[src/rtl/cmp_pkg.sv]
// +----------------------------------------------------------------------------+
// | cmp_pkg : shared constants for the comparator operand loader               |
// | Rev 1.0                                                                    |
// +----------------------------------------------------------------------------+
`default_nettype none

package cmp_pkg;

  localparam logic [1:0] ST_EMPTY  = 2'd0;
  localparam logic [1:0] ST_HAVE_A = 2'd1;
  localparam logic [1:0] ST_HAVE_B = 2'd2;
  localparam logic [1:0] ST_READY  = 2'd3;

  localparam int DEB_10MS_50MHZ = 500000;

endpackage : cmp_pkg

`default_nettype wire

[src/rtl/btn_debounce.sv]
// +----------------------------------------------------------------------------+
// | btn_debounce : active-low push-button synchronizer, debouncer, press pulse |
// | Rev 1.0                                                                    |
// +----------------------------------------------------------------------------+
`default_nettype none

module btn_debounce
  import cmp_pkg::*;
#(
  parameter int p_DEBOUNCE = DEB_10MS_50MHZ,
  parameter int p_CNT_W    = 19
) (
  input  logic CLOCK_50,
  input  logic RESET,
  input  logic i_btn_n,
  output logic o_stable,
  output logic o_press
);

  localparam logic [p_CNT_W-1:0] c_LAST = p_CNT_W'(p_DEBOUNCE - 1);

  logic               r_sync1;
  logic               r_sync2;
  logic               r_stable;
  logic               r_stable_d;
  logic               r_armed;
  logic               r_press;
  logic [p_CNT_W-1:0] r_cnt;
  logic [p_CNT_W-1:0] r_arm_cnt;

  always_ff @(posedge CLOCK_50) begin
    if (RESET) begin
      r_sync1    <= 1'b1;
      r_sync2    <= 1'b1;
      r_stable   <= 1'b1;
      r_stable_d <= 1'b1;
      r_cnt      <= '0;
      r_arm_cnt  <= '0;
      r_armed    <= 1'b0;
      r_press    <= 1'b0;
    end else begin
      r_sync1    <= i_btn_n;
      r_sync2    <= r_sync1;
      r_stable_d <= r_stable;
      r_press    <= r_stable_d & ~r_stable & r_armed;

      if (r_sync2 != r_stable) begin
        if (r_cnt == c_LAST) begin
          r_stable <= r_sync2;
          r_cnt    <= '0;
        end else begin
          r_cnt <= r_cnt + 1'b1;
        end
      end else begin
        r_cnt <= '0;
      end

      // A button held through reset must be released before it may fire:
      // arm on a debounced release edge, or after a full debounce window of
      // confirmed release following reset.
      if (r_stable_d && !r_stable) begin
        r_armed   <= 1'b0;
        r_arm_cnt <= '0;
      end else if (r_stable && !r_stable_d) begin
        r_armed <= 1'b1;
      end else if (r_stable && r_sync2 && !r_armed) begin
        if (r_arm_cnt == c_LAST) begin
          r_armed <= 1'b1;
        end else begin
          r_arm_cnt <= r_arm_cnt + 1'b1;
        end
      end else begin
        r_arm_cnt <= '0;
      end
    end
  end

  assign o_stable = r_stable;
  assign o_press  = r_press;

endmodule : btn_debounce

`default_nettype wire

[src/rtl/cmp_operand_loader.sv]
// +----------------------------------------------------------------------------+
// | cmp_operand_loader : latches switch operands A/B for the comparator        |
// | Rev 1.0                                                                    |
// +----------------------------------------------------------------------------+
`default_nettype none

module cmp_operand_loader
  import cmp_pkg::*;
#(
  parameter int p_WIDTH    = 5,
  parameter int p_DEBOUNCE = DEB_10MS_50MHZ,
  parameter int p_CNT_W    = 19
) (
  input  logic               CLOCK_50,
  input  logic               RESET,
  input  logic [p_WIDTH-1:0] i_sw,
  input  logic               i_load_a_n,
  input  logic               i_load_b_n,
  input  logic               i_clear_n,
  output logic [p_WIDTH-1:0] o_a,
  output logic [p_WIDTH-1:0] o_b,
  output logic               o_valid,
  output logic               o_update,
  output logic [1:0]         o_state
);

  logic [p_WIDTH-1:0] r_sw_s1;
  logic [p_WIDTH-1:0] r_sw_s2;
  logic [p_WIDTH-1:0] r_a;
  logic [p_WIDTH-1:0] r_b;
  logic [1:0]         r_state;
  logic               r_valid;
  logic               r_update;

  logic               w_press_a;
  logic               w_press_b;
  logic               w_press_clr;
  logic [p_WIDTH-1:0] w_next_a;
  logic [p_WIDTH-1:0] w_next_b;
  logic [1:0]         w_next_state;

  btn_debounce #(.p_DEBOUNCE(p_DEBOUNCE), .p_CNT_W(p_CNT_W)) u_deb_a (
    .CLOCK_50 (CLOCK_50),
    .RESET    (RESET),
    .i_btn_n  (i_load_a_n),
    .o_stable (),
    .o_press  (w_press_a)
  );

  btn_debounce #(.p_DEBOUNCE(p_DEBOUNCE), .p_CNT_W(p_CNT_W)) u_deb_b (
    .CLOCK_50 (CLOCK_50),
    .RESET    (RESET),
    .i_btn_n  (i_load_b_n),
    .o_stable (),
    .o_press  (w_press_b)
  );

  btn_debounce #(.p_DEBOUNCE(p_DEBOUNCE), .p_CNT_W(p_CNT_W)) u_deb_clr (
    .CLOCK_50 (CLOCK_50),
    .RESET    (RESET),
    .i_btn_n  (i_clear_n),
    .o_stable (),
    .o_press  (w_press_clr)
  );

  // Clear overrides any load arriving in the same cycle.
  always_comb begin
    w_next_a     = r_a;
    w_next_b     = r_b;
    w_next_state = r_state;
    if (w_press_clr) begin
      w_next_a     = '0;
      w_next_b     = '0;
      w_next_state = ST_EMPTY;
    end else begin
      if (w_press_a) w_next_a = r_sw_s2;
      if (w_press_b) w_next_b = r_sw_s2;
      if (w_press_a && w_press_b) begin
        w_next_state = ST_READY;
      end else if (w_press_a) begin
        case (r_state)
          ST_EMPTY:  w_next_state = ST_HAVE_A;
          ST_HAVE_B: w_next_state = ST_READY;
          default:   w_next_state = r_state;
        endcase
      end else if (w_press_b) begin
        case (r_state)
          ST_EMPTY:  w_next_state = ST_HAVE_B;
          ST_HAVE_A: w_next_state = ST_READY;
          default:   w_next_state = r_state;
        endcase
      end
    end
  end

  always_ff @(posedge CLOCK_50) begin
    if (RESET) begin
      r_sw_s1  <= '0;
      r_sw_s2  <= '0;
      r_a      <= '0;
      r_b      <= '0;
      r_state  <= ST_EMPTY;
      r_valid  <= 1'b0;
      r_update <= 1'b0;
    end else begin
      r_sw_s1  <= i_sw;
      r_sw_s2  <= r_sw_s1;
      r_a      <= w_next_a;
      r_b      <= w_next_b;
      r_state  <= w_next_state;
      r_valid  <= (w_next_state == ST_READY);
      r_update <= w_press_a | w_press_b | w_press_clr;
    end
  end

  assign o_a      = r_a;
  assign o_b      = r_b;
  assign o_valid  = r_valid;
  assign o_update = r_update;
  assign o_state  = r_state;

endmodule : cmp_operand_loader

`default_nettype wire

[config.mk]
export PLATFORM = sky130hd
export DESIGN_NAME = cmp_operand_loader
export DESIGN_NICKNAME = d
export VERILOG_FILES = /design/src/rtl/cmp_pkg.sv /design/src/rtl/btn_debounce.sv /design/src/rtl/cmp_operand_loader.sv
export SDC_FILE = /design/constraint.sdc
export NUM_CORES = 1
export LEC_CHECK = 0
export CAP_MARGIN = 5
export CORE_MARGIN = 2
export CORE_UTILIZATION = 40
export DETAILED_ROUTE_END_ITERATION = 12
export PLACE_DENSITY = 0.7
export SLEW_MARGIN = 10
export SYNTH_ARGS = -nofsm -noshare
export SYNTH_HDL_FRONTEND = slang
export SYNTH_SLANG_ARGS = --single-unit
[constraint.sdc]
create_clock -name CLOCK_50 -period 2 [get_ports CLOCK_50]
set_input_delay 0.2 -clock CLOCK_50 [delete_from_list [all_inputs] [get_ports CLOCK_50]]
set_output_delay 0.2 -clock CLOCK_50 [all_outputs]
set_load 0.1 [all_outputs]
Word-level counts from Yosys, hierarchy flattened
Cells that the tools add are included.
{ "totals": {"reg_bits": 156, "input_bits": 10, "output_inout_bits": 14} }
{ "op_classes": {"addsub": 6, "eq_ne": 15, "mux": 21, "bitwise": 17, "reduce_logical": 45} }
{ "ops": {"columns": ["operator", "count"], "rows": [
  ["adder 19 x 1 -> 19 bit (second input constant)", 6],
  ["== test 19 bit (second input constant)", 6],
  ["two-way mux 19 bit", 6],
  ["AND reduction 2 bit", 9],
  ["logical AND 1 bit", 13],
  ["nonzero test 2 bit", 6],
  ["logical NOT 1 bit", 9],
  ["two-way mux 1 bit", 9],
  ["NOT 1 bit", 9],
  ["OR reduction 3 bit", 3],
  ["two-way mux 2 bit", 4],
  ["case mux 2 bit (2 select lines)", 2],
  ["OR reduction 2 bit", 4],
  ["AND 1 bit", 6],
  ["inequality test 2 bit (second input constant)", 3],
  ["== test 2 bit (second input constant)", 2],
  ["inequality test 1 bit", 3],
  ["== test 2 x 1 -> 1 bit (second input constant)", 1],
  ["logical NOT 2 bit", 1],
  ["bitwise OR 1 bit", 2]
]} }

Logic depth before layout (Yosys ltp)
Gate-level depths: netlist of the first run.
{ "logic_depth": {"ltp_word": 7, "ltp_mapped": 9} }

Modules after synthesis
Synthesis of the first run repeated with hierarchy kept, for this count alone.
{ "hier_totals": {"hier_cells": 838, "hier_area_um2": 7236.9} }
{ "modules_own_cells": {"columns": ["mod", "instances", "cells_per_inst", "area_per_inst_um2", "seq_area_each_um2"], "rows": [
  ["btn_debounce at u_deb_a ...", 2, 253, 2143.3, 880.8],
  ["btn_debounce at u_deb_clr", 1, 266, 2187.1, 880.8],
  ["cmp_operand_loader", 1, 66, 763.2, 480.5]
]} }

Least setup slack after synthesis of the first run
OpenSTA, ideal clock, no wires.
{ "synth_path": {"kind": "reg-to-reg", "startpoint": "register u_deb_clr.r_stable (netlist: u_deb_clr.o_stable)", "endpoint": "register u_deb_clr.r_arm_cnt[5]", "t_arrival_ns": 1.802, "required_time_ns": 1.941, "path_slack_ns": 0.139, "path_stages_with_launch": 8, "period_less_slack_ns": 1.861, "cell_sequence": "dfxtp_1 ha_1 nand2b_4 maj3_2 or2_1 buf_6 or4_1 nand2_1"} }
{ "synth_between": {"elab_chain_cells": 4, "word_cells_on_any_way": 10, "classes_between": "eq/ne: 1; mux: 1; bitwise: 1; reduce/logical: 7"} }
{ "synth_lines": {"columns": ["item", "line_no", "rtl"], "rows": [
  ["start: declaration", "btn_debounce.sv:24", "logic r_stable;"],
  ["start signal: assignment", "btn_debounce.sv:49", "r_stable <= r_sync2;"],
  ["logical AND 1 bit (2 in series)", "btn_debounce.sv:66", "end else if (r_stable && r_sync2 && !r_armed) begin"],
  ["inequality test 2 bit (no source line)", null, null],
  ["AND reduction 2 bit (no source line)", null, null],
  ["end signal: assignment", "btn_debounce.sv:70", "r_arm_cnt <= r_arm_cnt + 1'b1;"],
  ["end: declaration", "btn_debounce.sv:29", "logic [p_CNT_W-1:0] r_arm_cnt;"]
]} }
Parallel ways exist; a longest one is shown, timed or not.
A chain may end at the register's enable or synchronous reset.

Worst setup path after layout of the first run
{ "layout_path": {"startpoint": "register u_deb_b.r_arm_cnt[9]", "endpoint": "register u_deb_b.r_arm_cnt[5]"} }
{ "layout_between": {"elab_chain_cells": 3} }
{ "layout_lines": {"columns": ["item", "line_no", "rtl"], "rows": [
  ["start: declaration", "btn_debounce.sv:29", null],
  ["start signal: assignment", "btn_debounce.sv:70", null],
  ["== test 19 bit", "btn_debounce.sv:67", "if (r_arm_cnt == c_LAST) begin"],
  ["inequality test 2 bit (no source line)", null, null],
  ["AND reduction 2 bit (no source line)", null, null]
]} }
Every way passes these cells.

==> results of run 1 <==
## cell usage after synthesis (12+ instances only)
library cell	n
a21oi_1	19
inv_1	20
mux2i_1	15
or2_2	12
nor3_1	24
nor2b_1	14
and4_1	15
o21ai_0	17
nand2_1	49
xnor2_1	37
nor2_1	138
xor2_1	44
dfxtp_1	156
nand3_1	40
nand4_1	28
and3_1	15
clkbuf_1	12
## state kept, by name, summed over array words and instances, names as in the netlist, 2 cells and up
signal	flops
o_state	2
u_deb_clr.r_cnt	19
u_deb_b.r_arm_cnt	19
u_deb_b.r_cnt	19
r_sw_s1	5
o_b	5
u_deb_a.r_cnt	19
o_a	5
r_sw_s2	5
u_deb_clr.r_arm_cnt	19
u_deb_a.r_arm_cnt	19
## logic make-up (layout without fill, tap and decap cells)
logic type | after synthesis | in the layout
and+or+nand+nor | 396 | 396
DFF | 156 | 156
xor gates and xnor gates | 81 | 81
AOI/OAI and AO/OA | 54 | 54
buffers and inverters | 43 | 88
muxes | 15 | 15
adders and majority gates | 12 | 12
## final cells by class
type,count,area [um^2],area share
sequential,156,3120,0.398
clock inverter,11,193,0.0246
multi-input combinational,558,3380,0.431
inverter,20,75.1,0.00957
tap,220,275,0.0351
timing repair buffer,38,345,0.0440
clock buffer,19,453,0.0577
## routing by layer
metal  GRT usage  up-vias
met5           0        -
met4      0.0638        0
met3      0.0388        9
met2       0.240       74
met1       0.190     2386
li1            -     2668
## through the flow
step	setup WS (ns)	instances	area (um^2)	utilization	setup TNS, ns
after global placement	0.180	992	7180	0.436	0
after CTS	0.0550	1022	7830	0.476	0
after floorplan	0.139	757	6670	-	0
final	0.0667	1022	7850	0.477	0
after detailed placement	0.138	992	7180	0.436	0
after global routing	-0.00330	1022	7850	0.477	-0.00330
## worst max path at each step
| stage | startpoint | to | slack (ns) | depth (start not counted) |
|---|---|---|---|---|
| floorplan | u_deb_clr.o_stable | u_deb_clr.r_arm_cnt[5] | 0.14 | 7 |
| detailed placement | u_deb_a.r_arm_cnt[0] | u_deb_a.r_arm_cnt[5] | 0.14 | 7 |
| CTS | u_deb_b.r_arm_cnt[9] | u_deb_b.r_arm_cnt[5] | 0.06 | 5 |
| global placement | u_deb_a.r_arm_cnt[0] | u_deb_a.r_arm_cnt[5] | 0.18 | 7 |
| finish | u_deb_b.r_arm_cnt[9] | u_deb_b.r_arm_cnt[5] | 0.07 | 5 |
| global route | u_deb_b.r_arm_cnt[0] | u_deb_b.r_arm_cnt[5] | -0.003 | 6 |
## power breakdown
| group | internal [mW] | switching, mW | leakage, nW |
|---|---|---|---|
| Combinational | 0.0735 | 0.0880 | 1.21 |
| Clock | 2.26 | 1.22 | 0.311 |
| Sequential | 3.14 | 0.0232 | 1.26 |
==> key figures, run 1 <==
Status
  – Status: completed

Yosys
  – XOR/XNOR Fraction of Synth Area: 0.106
  – Synthesized area: 6670 um^2
  – Post-Synth Simple-Gate Area: 0.305
  – Yosys warns: 0
  – Ys flop type: dfxtp_1
  – Top-area cell type share of the netlist area: 0.468
  – Synth cell types: 52
  – Post-synthesis mux area share: 0.0225
  – Top cells by area, synth: dfxtp_1, nor2_1, xor2_1
  – EDFF count, synth: 0
  – Yosys reg bits: 156
  – Avg Inst Size Synth: 8.82 um^2
  – Register area share after synthesis: 0.468
  – Main combinational cell family by area after synthesis: simple AND/OR/NAND/NOR gates
  – Post-synth net total: 776
  – Cell accounting for the most synthesized area: dfxtp_1
  – Synth Area in Compound Gates: 0.0489
  – Fraction of registers with async set/reset: 0
  – Cells after Synth: 757
  – Post-Synth Adder-Cell Area: 0.0216

Detailed routing
  – Highest metal used: met4
  – DRC Markers: 0
  – DR WL/cell: 12.3 um
  – Vias/cell: 5.03
  – Antenna viol nets, final: 0
  – 1st-iter DRT viols: 374
  – Met3 routed WL: 413 um
  – M1 WL: 6230 um
  – Vias: 5137
  – Drt first pass iters: 6
  – Met2 wire length: 5860 um
  – Final WL: 12600 um

Worst setup path
  – Worst flop-to-flop path endpoint: u_deb_b.r_arm_cnt[5]
  – Crit path capture type: register
  – Critical-path maximum fanout: 10
  – Worst EP required: 2.35 ns
  – Crit start category: register
  – Crit-path cells: or4b_1 > nor3_2 > a31oi_4 > a311oi_1 > a41o_1
  – Reg2reg start: u_deb_b.r_arm_cnt[9]
  – R2R cell count: 5
  – Slowest stage delay, CP: 0.57 ns
  – Critical path type: reg2reg
  – CP Buf/Inv Count: 0
  – CP arrival: 2.29 ns
  – Worst path top cell family by delay: simple AND/OR/NAND/NOR gates
  – Reg2Reg Setup Slack: 0.07 ns
  – CP max-delay cell: or4b_1

Run
  – Number of max-cap violations: 0

Layout
  – Share of cells above drive strength 1: 0.0948
  – Layout Area Growth over Synthesis: 17.6%
  – Commonest non-fill, non-tap cell in the layout: dfxtp_1
  – Fillcell total: 1588
  – Commonest non-fill, non-tap cells in the layout: dfxtp_1, nor2_1, nand2_1
  – Final #Nets: 810
  – # diodes: 0

Die
  – Die X: 133 um
  – Rows: 47
  – Number of top-level pins: 24
  – Starting Density: 0.405
  – Full die area: 17700 um^2
  – Core area: 16500 um^2
  – Die H: 133 um

GRT
  – First-pass GRT wire length: 21800 um
  – Initial antenna violation count: 0
  – Total grt overflow: 0
  – GRT Total Usage: 0.149
  – Vias in the first global route: 4819
  – Largest net degree at the start of global routing: 39

Hold path
  – Hold WC Path Type: in2reg
  – WHS Endpoint: u_deb_clr.r_sync1
  – Worst Hold Depth: 2
  – Min-Delay Startpoint: i_clear_n

Place
  – Detail Placement HPWL: 8510 um
  – RePlAce Congestion: 0.839
  – Input/output buffers: 23

Clock network
  – Clock buffer depth: 2
  – Inserted Clock Buffers: 17
  – Post-CTS Setup Inserts: 0
  – CTS tree: done
  – Clk_lat worst skew: 0.42 ns
  – CTS sink cnt: 156
  – H-tree lvl count: 4
  – CTS clk-pin slew, worst paths: 0.06 ns
  – CTS root buf: clkbuf_16
  – Post-CTS Resized: 0
  – Hold-fix buffers, CTS: 0

Timing
  – Pins Over Slew Limit: 0
  – Final Setup Violations: 0
  – Hold slack: 0.351 ns
  – Maximum clock frequency: 517 MHz
  – Skew final: 0.00821 ns
  – Worst slew pin tran: 0.559 ns
  – Period Utilization, post-route: 0.967
  – Rel. slew slack: 0.627
  – Post-route minimum period: 1.93 ns
  – Final Hold Viols: 0

Pwr
  – Pwr/cell area: 867 nW/um^2
  – Peak supply drop: 683 uV
  – Leakage: 2.78 nW
  – Overall Power: 6.81 mW
Power figures use the tool's default switching activity.
==> run 2: changes to the inputs <==
==> constraint.sdc (replaced) <==
create_clock -name CLOCK_50 -period 2 [get_ports CLOCK_50]
set_input_delay 0.3 -clock CLOCK_50 [delete_from_list [all_inputs] [get_ports CLOCK_50]]
set_output_delay 0.3 -clock CLOCK_50 [all_outputs]
set_load 0.1 [all_outputs]
==> key figures, run 2 (synthesized netlist as in run 1, its figures left out) <==
Worst setup path
  – Critical path type: reg2reg
  – Crit start category: register
  – Crit path capture type: register
  – Critical-path maximum fanout: 7 (-3)
  – CP arrival: 2.23 ns (-0.06 ns)
  – Reg2Reg Setup Slack: 0.13 ns (+0.06 ns)
  – Worst EP required: 2.36 ns (about the same)

Status
  – Status: completed

Clock network
  – CTS sink cnt: 156 (unchanged)
  – Clock buffer depth: 2 (unchanged)
  – Inserted Clock Buffers: 17 (unchanged)
  – CTS root buf: clkbuf_16
  – CTS tree: done
  – H-tree lvl count: 4 (unchanged)
  – CTS clk-pin slew, worst paths: 0.06 ns (about the same)
  – Clk_lat worst skew: 0.43 ns (about the same)
  – Hold-fix buffers, CTS: 0 (unchanged)

Timing
  – Pins Over Slew Limit: 0 (unchanged)
  – Setup TNS: 0 ns (unchanged)
  – Unrepaired setup endpoints after global routing: false
  – Post-route minimum period: 1.87 ns (-0.0620 ns)
  – Fin worst setup slack: 0.129 ns (+0.0620 ns)
  – Final Setup Violations: 0 (unchanged)
  – Worst slew pin tran: 0.516 ns (-0.0422 ns)
  – Rel. slew slack: 0.655 (+0.0284)
  – Maximum clock frequency: 534 MHz (+3.3%)
  – Skew final: 0.00871 ns (+0.000507 ns)
  – Final Hold Viols: 0 (unchanged)
  – Period Utilization, post-route: 0.936 (-0.0310)

Die
  – Die H: 133 um (unchanged)
  – Number of top-level pins: 24 (unchanged)
  – Full die area: 17700 um^2 (unchanged)
  – Die X: 133 um (unchanged)
  – Starting Density: 0.405 (unchanged)
  – Core area: 16500 um^2 (unchanged)
  – Rows: 47 (unchanged)

Layout
  – Design Area, Final: 7800 um^2 (-0.56%)
  – Commonest non-fill, non-tap cells in the layout: dfxtp_1, nor2_1, nand2_1
  – # diodes: 0 (unchanged)
  – Fillcell total: 1604 (+1.0%)
  – Register area: 3120 um^2 (unchanged)
  – Commonest non-fill, non-tap cell in the layout: dfxtp_1
  – Final #Nets: 815 (+0.62%)
  – Multi-input gate area: 3370 um^2 (-0.33%)
  – Layout Area Growth over Synthesis: 16.9%
  – Share of cells above drive strength 1: 0.103 (+0.00783)

Pwr
  – Overall Power: 6.45 mW (-5.3%)
  – Int Pwr: 4.98 mW (-9.1%)
  – P_sw: 1.47 mW (+10%)
  – Peak supply drop: 647 uV (-5.3%)
  – Clock power frac: 0.484 (-0.028)
  – Leakage: 2.75 nW (-1.2%)
  – Net Sw Frac: 0.228 (+0.0324)
  – Flop pwr share: 0.490 (+0.025)
  – Combinational share of power: 0.026 (+0.002)
  – Pwr/cell area: 826 nW/um^2 (-4.8%)

GRT
  – GRT Total Usage: 0.147 (-0.00212)
  – Vias in the first global route: 4646 (-3.6%)
  – Initial antenna violation count: 0 (unchanged)
  – Total grt overflow: 0 (unchanged)
  – First-pass GRT wire length: 21300 um (-2.3%)
  – Largest net degree at the start of global routing: 25 (-36%)

Detailed routing
  – M1 WL: 6240 um (+0.18%)
  – DR WL/cell: 12.1 um (-1.6%)
  – DRC Markers: 0 (unchanged)
  – Drt first pass iters: 5 (-1)
  – Highest metal used: met4
  – Antenna viol nets, final: 0 (unchanged)
  – Met2 wire length: 5600 um (-4.4%)
  – Met3 routed WL: 470 um (+14%)
  – 1st-iter DRT viols: 332 (-11%)
  – Final WL: 12500 um (-0.91%)
  – Vias: 5117 (-0.39%)
  – Vias/cell: 4.97 (-1.1%)

Place
  – Input/output buffers: 23 (unchanged)
  – Setup WS pre-CTS: 0.121 ns (-0.0171 ns)
  – RePlAce Congestion: 0.819 (-2.3%)
  – Detail Placement HPWL: 8660 um (+1.8%)
  – Dpl cell area: 7220 um^2 (+0.52%)

Run
  – Number of max-cap violations: 0 (unchanged)

Hold path
  – Hold WC Path Type: reg2reg
run 2: final timing paths:
check / startpoint / endpoint / cells after the start
min: u_deb_b.r_sync1 / u_deb_b.r_sync2 / 1
min reg2reg: u_deb_b.r_sync1 / u_deb_b.r_sync2 / 1
max: u_deb_a.r_arm_cnt[0] / u_deb_a.r_arm_cnt[15] / 6
max reg2reg: u_deb_a.r_arm_cnt[0] / u_deb_a.r_arm_cnt[15] / 6
run 2: cell type report:
type                            count  area share
Clock inverter                     14      0.0175
Timing Repair Buffer               43      0.0491
Tap cell                          220      0.0353
Sequential cell                   156       0.400
Multi-Input combinational cell    558       0.432
Clock buffer                       18      0.0563
Inverter                           20     0.00962
run 2: per-stage QoR:
| stage | util | std cells | hold slack, ns |
|---|---|---|---|
| 2_1_floorplan | - | 757 | 0.389 |
| 3_3_place_gp | 0.439 | 997 | 0.392 |
| 3_5_place_dp | 0.439 | 997 | 0.400 |
| 4_1_cts | 0.474 | 1029 | 0.414 |
| 5_1_grt | 0.474 | 1029 | 0.422 |
| 6_report | 0.474 | 1029 | 0.414 |
run 2: power by group through the flow:
stage                     Combinational [mW]  Clock (mW)  Sequential (mW)
after floorplan                        0.105           0             3.22
final                                  0.164        3.12             3.16
after CTS                              0.168        3.18             3.16
after global routing                   0.185        3.33             3.16
after detailed placement               0.167           0             3.23
after global placement                 0.165           0             3.23
run 2: metal layers:
| metal | up-vias | GRT usage |
|---|---|---|
| met5 | - | 0 |
| met4 | 0 | 0.0526 |
| met3 | 15 | 0.0403 |
| met2 | 71 | 0.229 |
| met1 | 2347 | 0.196 |
| li1 | 2684 | - |
run 2: critical path, cell delays in order (launching register included):
cell and delay [ns]:
dfxtp_1 0.35, ha_1 0.24, and3_1 0.18, and4_1 0.19
a21o_1 0.22, or4_1 0.48, a21oi_1 0.14
run 2: what timing repair did:
item | in CTS | in global routing
endpoints found under the setup margin | 0 | 12
resized for setup | 0 | 1
buffers inserted | 0 | 0
==> RTL edit 1: new RTL, settings of run 2 <==
Make the reset (`RESET`) asynchronous in 2 clocked blocks.
--- a/src/rtl/btn_debounce.sv
+++ b/src/rtl/btn_debounce.sv
@@ -28,7 +28,7 @@
   logic [p_CNT_W-1:0] r_cnt;
   logic [p_CNT_W-1:0] r_arm_cnt;
 
-  always_ff @(posedge CLOCK_50) begin
+  always_ff @(posedge CLOCK_50 or posedge RESET) begin
     if (RESET) begin
       r_sync1    <= 1'b1;
       r_sync2    <= 1'b1;
--- a/src/rtl/cmp_operand_loader.sv
+++ b/src/rtl/cmp_operand_loader.sv
@@ -93,7 +93,7 @@
     end
   end
 
-  always_ff @(posedge CLOCK_50) begin
+  always_ff @(posedge CLOCK_50 or posedge RESET) begin
     if (RESET) begin
       r_sw_s1  <= '0;
       r_sw_s2  <= '0;
Function: no difference found for any inputs over 10 cycles, from zero or initial values and one cycle with RESET high; that may be too few to reach the edited logic, so the function may still have changed.
==> RTL edit 1 against run 2 <==
- the flow now finishes with violations (negative setup slack)
- worst setup slack got worse by 0.26 ns
- design area grew 16%
- power up 2.3%
- sequential cell count unchanged
- sequential share of layout area rose by 3.2 points
- first-iteration DRC count decreased by 0.30%
- final cell count grew 5.8%
- wire length increased by 21%
- synthesized area grew 11%
==> RTL edit 1: results (changes against run 2) <==
| Metric | Value |
|---|---|
| Status | `finished with violations` |
| Failing checks | `negative setup slack` |
| Post-route insts no fill | `1,089 (+5.8%)` |
| First-pass GRT wire length | `26.7 mm (+25%)` |
| Final HPWL DP | `10.4 mm (+20%)` |
| Post-CTS resize count | `12 (+12)` |
| Post-CTS Setup Repair Bufs | `1 (+1)` |
| Post-layout utilization of the core | `50.1% (+2.7 points)` |
| Mux cell area share after synthesis | `1.80% (-0.45 points)` |
| DP Worst Slack | `-0.161 ns (-0.282 ns)` |
| Synth top area cells | `dfrtp_1 48%, nor2_1 5.3%, dfstp_2 4.2%` |
| Sequential fraction of the synthesis area | `52.7% (+5.9 points)` |
| Worst-path fanout max | `9 (+2)` |
| Cell at the slowest stage of the critical path | `or4b_1` |
| Fraction of layout cells with a size suffix above 1 | `17.9% (+7.6 points)` |
| Area of the multi-input gates | `3400 um^2 (+0.93%)` |
| Global-route usage over all layers | `16.4% (+1.7 points)` |
| Layout clock area frac | `6.52% (-0.86 points)` |
| Syn Nets | `785 (+1.2%)` |
| Seq area share | `43.3% (+3.2 points)` |
| Bufs w/o clock | `89 (+110%)` |
| Finish-stage setup viols | `19 (+19)` |
| Xor/xnor share of the synthesized area | `5.89% (-4.7 points)` |
| Vias in the first global route | `5,585 (+20%)` |
| Leak Pwr | `3.90 nW (+42%)` |
| Cell count after synthesis | `766 (+1.2%)` |
| Multi-input gate count | `566 (+1.4%)` |
| Top post-synthesis cells by count | `144 x dfrtp_1, 104 x nor2_1, 72 x nand2_1` |
| WL/cell | `13.9 um (+15%)` |
| Post-route setup slack | `-0.133 ns (-0.261 ns)` |
| Non-Clock Inverter Count | `17 (-15%)` |
| Buffer share of cell area | `8.75% (+3.8 points)` |
| Post-synth ARST share | `100% (+100 points)` |
| Area of the core | `18,100 um^2 (+9.8%)` |
| Clock Skew | `0.00687 ns (-0.00185 ns)` |
| Nets | `866 (+6.3%)` |
| Arr. time, crit path | `2.43 ns (+0.20 ns)` |
| Clock buffers | `17 (-1)` |
| Initial DRC Count | `331 (-0.30%)` |
| Fillers | `1,598 (-0.37%)` |
| Vias per cell | `5.32 (+7.0%)` |
-- RTL edit 1: cell types whose count changed in the layout (fill, tap and decap cells not counted), moves of 10 or more --
cell / change
dfxtp_1: -156
dfrtp_1: +143
buf_4: +39
o21ai_0: +35
nor2_1: -34
nand2_1: +22
o31ai_1: +16
xor2_1: -16
xnor2_1: -15
nand3_1: +13
dfstp_2: +12
o21ai_1: +10
-- RTL edit 1: path summary, 6_finish.rpt --
path | from | end | slack [ns] | depth (start not counted)
worst max-delay path | u_deb_b.r_arm_cnt[11] | u_deb_b.r_arm_cnt[3] | -0.13 | 6
worst min-delay path | RESET | u_deb_a.r_arm_cnt[17] | 0.21 | 2
worst max register to register | u_deb_b.r_arm_cnt[11] | u_deb_b.r_arm_cnt[3] | -0.13 | 6
worst min register to register | r_sw_s1[1] | r_sw_s2[1] | 0.35 | 0
max in group asynchronous | RESET | u_deb_clr.r_sync1 | 1.12 | 4
min in group CLOCK_50 | i_load_b_n | u_deb_b.r_sync1 | 0.28 | 1
-- RTL edit 1: per-layer routing --
layer / wire length [um] / vias up / share of wire [%] / GRT usage [%]
li1: - / 2905 / - / -
met5: 0 / - / 0 / 0
met2: 6840 / 99 / 45 / 24.7
met4: 153 / 0 / 1.0 / 4.78
met1: 7520 / 2781 / 50 / 23.3
met3: 639 / 11 / 4.2 / 4.24
-- RTL edit 1: kinds of logic after synthesis --
logic type / after synthesis
AO/OA/AOI/OAI: 138
XOR/XNOR: 50
adder cells (fa/ha/maj): 10
buffers and inverters: 44
flip-flops: 156
multiplexers: 13
AND/OR/NAND/NOR: 355
-- RTL edit 1: report_power, final --
part	switching, mW	internal (mW)	leakage, nW
combinational	0.0994	0.0640	1.51
clock	1.35	1.86	0.288
sequential	0.0241	3.19	2.11
==> RTL edit 2: new RTL, config.mk and constraints of run 2 <==
Without the edit above. Set the parameter `p_WIDTH` to 10 (it was 5).
--- a/src/rtl/cmp_operand_loader.sv
+++ b/src/rtl/cmp_operand_loader.sv
@@ -7,7 +7,7 @@
 module cmp_operand_loader
   import cmp_pkg::*;
 #(
-  parameter int p_WIDTH    = 5,
+  parameter int p_WIDTH    = 10,
   parameter int p_DEBOUNCE = DEB_10MS_50MHZ,
   parameter int p_CNT_W    = 19
 ) (
Interface: changed (resized i_sw, o_a and o_b); port bits go from 24 to 39. No check against the original RTL was run, so the function may have changed too.
==> RTL edit 2 against run 2 <==
- the flow now finishes with violations (negative setup slack)
- count of clock-buffer cells in the layout is 2 higher
- die area is 7.0% higher
- worst setup slack worse by 0.29 ns
- synthesized area is 7.2% higher
- sequential cell count is 20 higher
- power is 11% higher
- design area is 10% higher
- wire length is 2.0% higher
- critical endpoint is now u_deb_b.r_cnt[8]
- largest cell class is now flip-flops and latches
==> RTL edit 2: results (changes against run 2) <==
| Metric | Value |
|---|---|
| Status | `finished with violations` |
| Failing checks | `negative setup slack` |
| Arr. time, crit path | `2.48 ns (+0.25 ns)` |
| Total length of routed wires | `12.7 mm (+2.0%)` |
| Fillers | `1,637 (+2.1%)` |
| Post-route insts no fill | `1,104 (+7.3%)` |
| Final HPWL DP | `8.74 mm (+0.88%)` |
| Synth top area cells | `dfxtp_1 49%, nor2_1 7.7%, xor2_1 6.4%` |
| Max Root-Sink Buffers | `2 (unchanged)` |
| Drt first pass iters | `4 (-1)` |
| Nets | `890 (+9.2%)` |
| Initial DRC Count | `203 (-39%)` |
| Vias per cell | `4.88 (-1.9%)` |
| Syn Nets | `816 (+5.2%)` |
| H-tree levels | `4 (unchanged)` |
| Gp weighted congestion | `0.803 (-2.0%)` |
| Top post-synthesis cells by count | `176 x dfxtp_1, 147 x nor2_1, 53 x nand2_1` |
| Initial antenna violation count | `0 (unchanged)` |
| Finish-stage setup viols | `19 (+19)` |
| Hold crit path type | `input port to register` |
| Vias in the first global route | `4,920 (+5.9%)` |
| Post-layout utilization of the core | `49.4% (+2.0 points)` |
| Clock Skew | `0.0102 ns (+0.00147 ns)` |
| Sequential fraction of the synthesis area | `49.2% (+2.5 points)` |
| Antenna cell count | `0 (unchanged)` |
| Post-route setup slack | `-0.161 ns (-0.290 ns)` |
| Worst-path fanout max | `18 (+11)` |
| Global-route usage over all layers | `14.4% (-0.29 points)` |
| # port buffers | `38 (+65%)` |
| Fraction of layout cells with a size suffix above 1 | `13.8% (+3.5 points)` |
| Distinct cells, synth | `45 (-13%)` |
| First-pass GRT wire length | `22.0 mm (+3.2%)` |
| Worst-Skew Late Latency | `0.43 ns (about the same)` |
| Slew headroom | `49.4% (-16 points)` |
| Highest ir drop seen on vdd | `619 uV (-4.2%)` |
| Placed Area | `7960 um^2 (+10%)` |
| DR DRC count | `0 (unchanged)` |
| Leak Pwr | `3.14 nW (+14%)` |
| Max-slew violations | `0 (unchanged)` |
| DP Worst Slack | `-0.157 ns (-0.278 ns)` |
| Syn_area_per_cell | `9.03 um^2 (+2.5%)` |
==> RTL edit 2: changes by cell type in the layout (fill, tap and decap cells not counted), sizes merged, moves of 6 or more <==
cell	change
nor2	+9
buf	+33
nor4	+6
mux2i	+9
nor2b	+12
or4	+6
dfxtp	+20
and4	-14
nor3	-10
nand4	+9
xor2	+8
clkinvlp	-8
nand2b	-7
==> RTL edit 2: path summary, 6_finish.rpt <==
check                        start          endpoint  slack (ns)  cells after the start
hold reg to reg    u_deb_b.r_sync1   u_deb_b.r_sync2        0.41                      1
setup / recovery  u_deb_b.r_cnt[6]  u_deb_b.r_cnt[8]       -0.16                      6
setup reg to reg  u_deb_b.r_cnt[6]  u_deb_b.r_cnt[8]       -0.16                      6
hold / removal               RESET        r_sw_s2[9]        0.33                      2
==> RTL edit 2: critical path, stage by stage (launching register included) <==
cell and delay (ns):
dfxtp_1 0.31, or4b_1 0.51, or4_4 0.54, nor4b_4 0.30, or3b_4 0.19, buf_12 0.14, nor2_1 0.05
==> RTL edit 2: cell families after synthesis <==
kind of cell | share of synthesized area [%]
and+or+nand+nor | 28.7
muxes | 3.36
xor gates and xnor gates | 10.5
AOI/OAI and AO/OA | 3.36
DFF | 49.2
buffers and inverters | 2.82
adders and majority gates | 1.99
==> RTL edit 2: what timing repair did <==
item / CTS / global route
endpoints found under the setup margin: 19 / 25
pin swaps: 1 / 1
gates resized for setup: 3 / 3
gates cloned: 0 / 0
==> RTL edit 2: cell type report <==
| class | count | share of cell area [%] |
|---|---|---|
| Sequential cell | 176 | 41.0 |
| Multi-Input combinational cell | 569 | 40.2 |
| Timing Repair Buffer | 80 | 7.47 |
| Clock buffer | 20 | 5.30 |
| Tap cell | 225 | 3.27 |
| Clock inverter | 12 | 1.89 |
| Inverter | 22 | 0.959 |
==> RTL edit 2: through the flow <==
step           setup TNS [ns]  total power [mW]  hold WS (ns)
2_1_floorplan           -1.43              3.76         0.389
3_3_place_gp            -2.49              3.83         0.394
3_5_place_dp            -2.83              3.83         0.393
4_1_cts                 -2.57              7.26         0.332
5_1_grt                 -4.15              7.43         0.359
6_report                -2.88              7.18         0.334
==> RTL edit 2: power by group <==
| group | internal (mW) | total [mW] | switching (mW) |
|---|---|---|---|
| combinational | 0.0876 | 0.182 | 0.0939 |
| clock | 1.96 | 3.43 | 1.46 |
| sequential | 3.54 | 3.57 | 0.0225 |
| total | 5.60 | 7.18 | 1.58 |
==> RTL edit 2: routing by layer <==
layer	vias to the layer above	global-route usage, %	routed length (um)
met3	16	3.97	304
met5	-	0	0
met1	2483	18.4	6380
met2	42	23.2	5880
li1	2844	-	-
met4	0	5.33	174
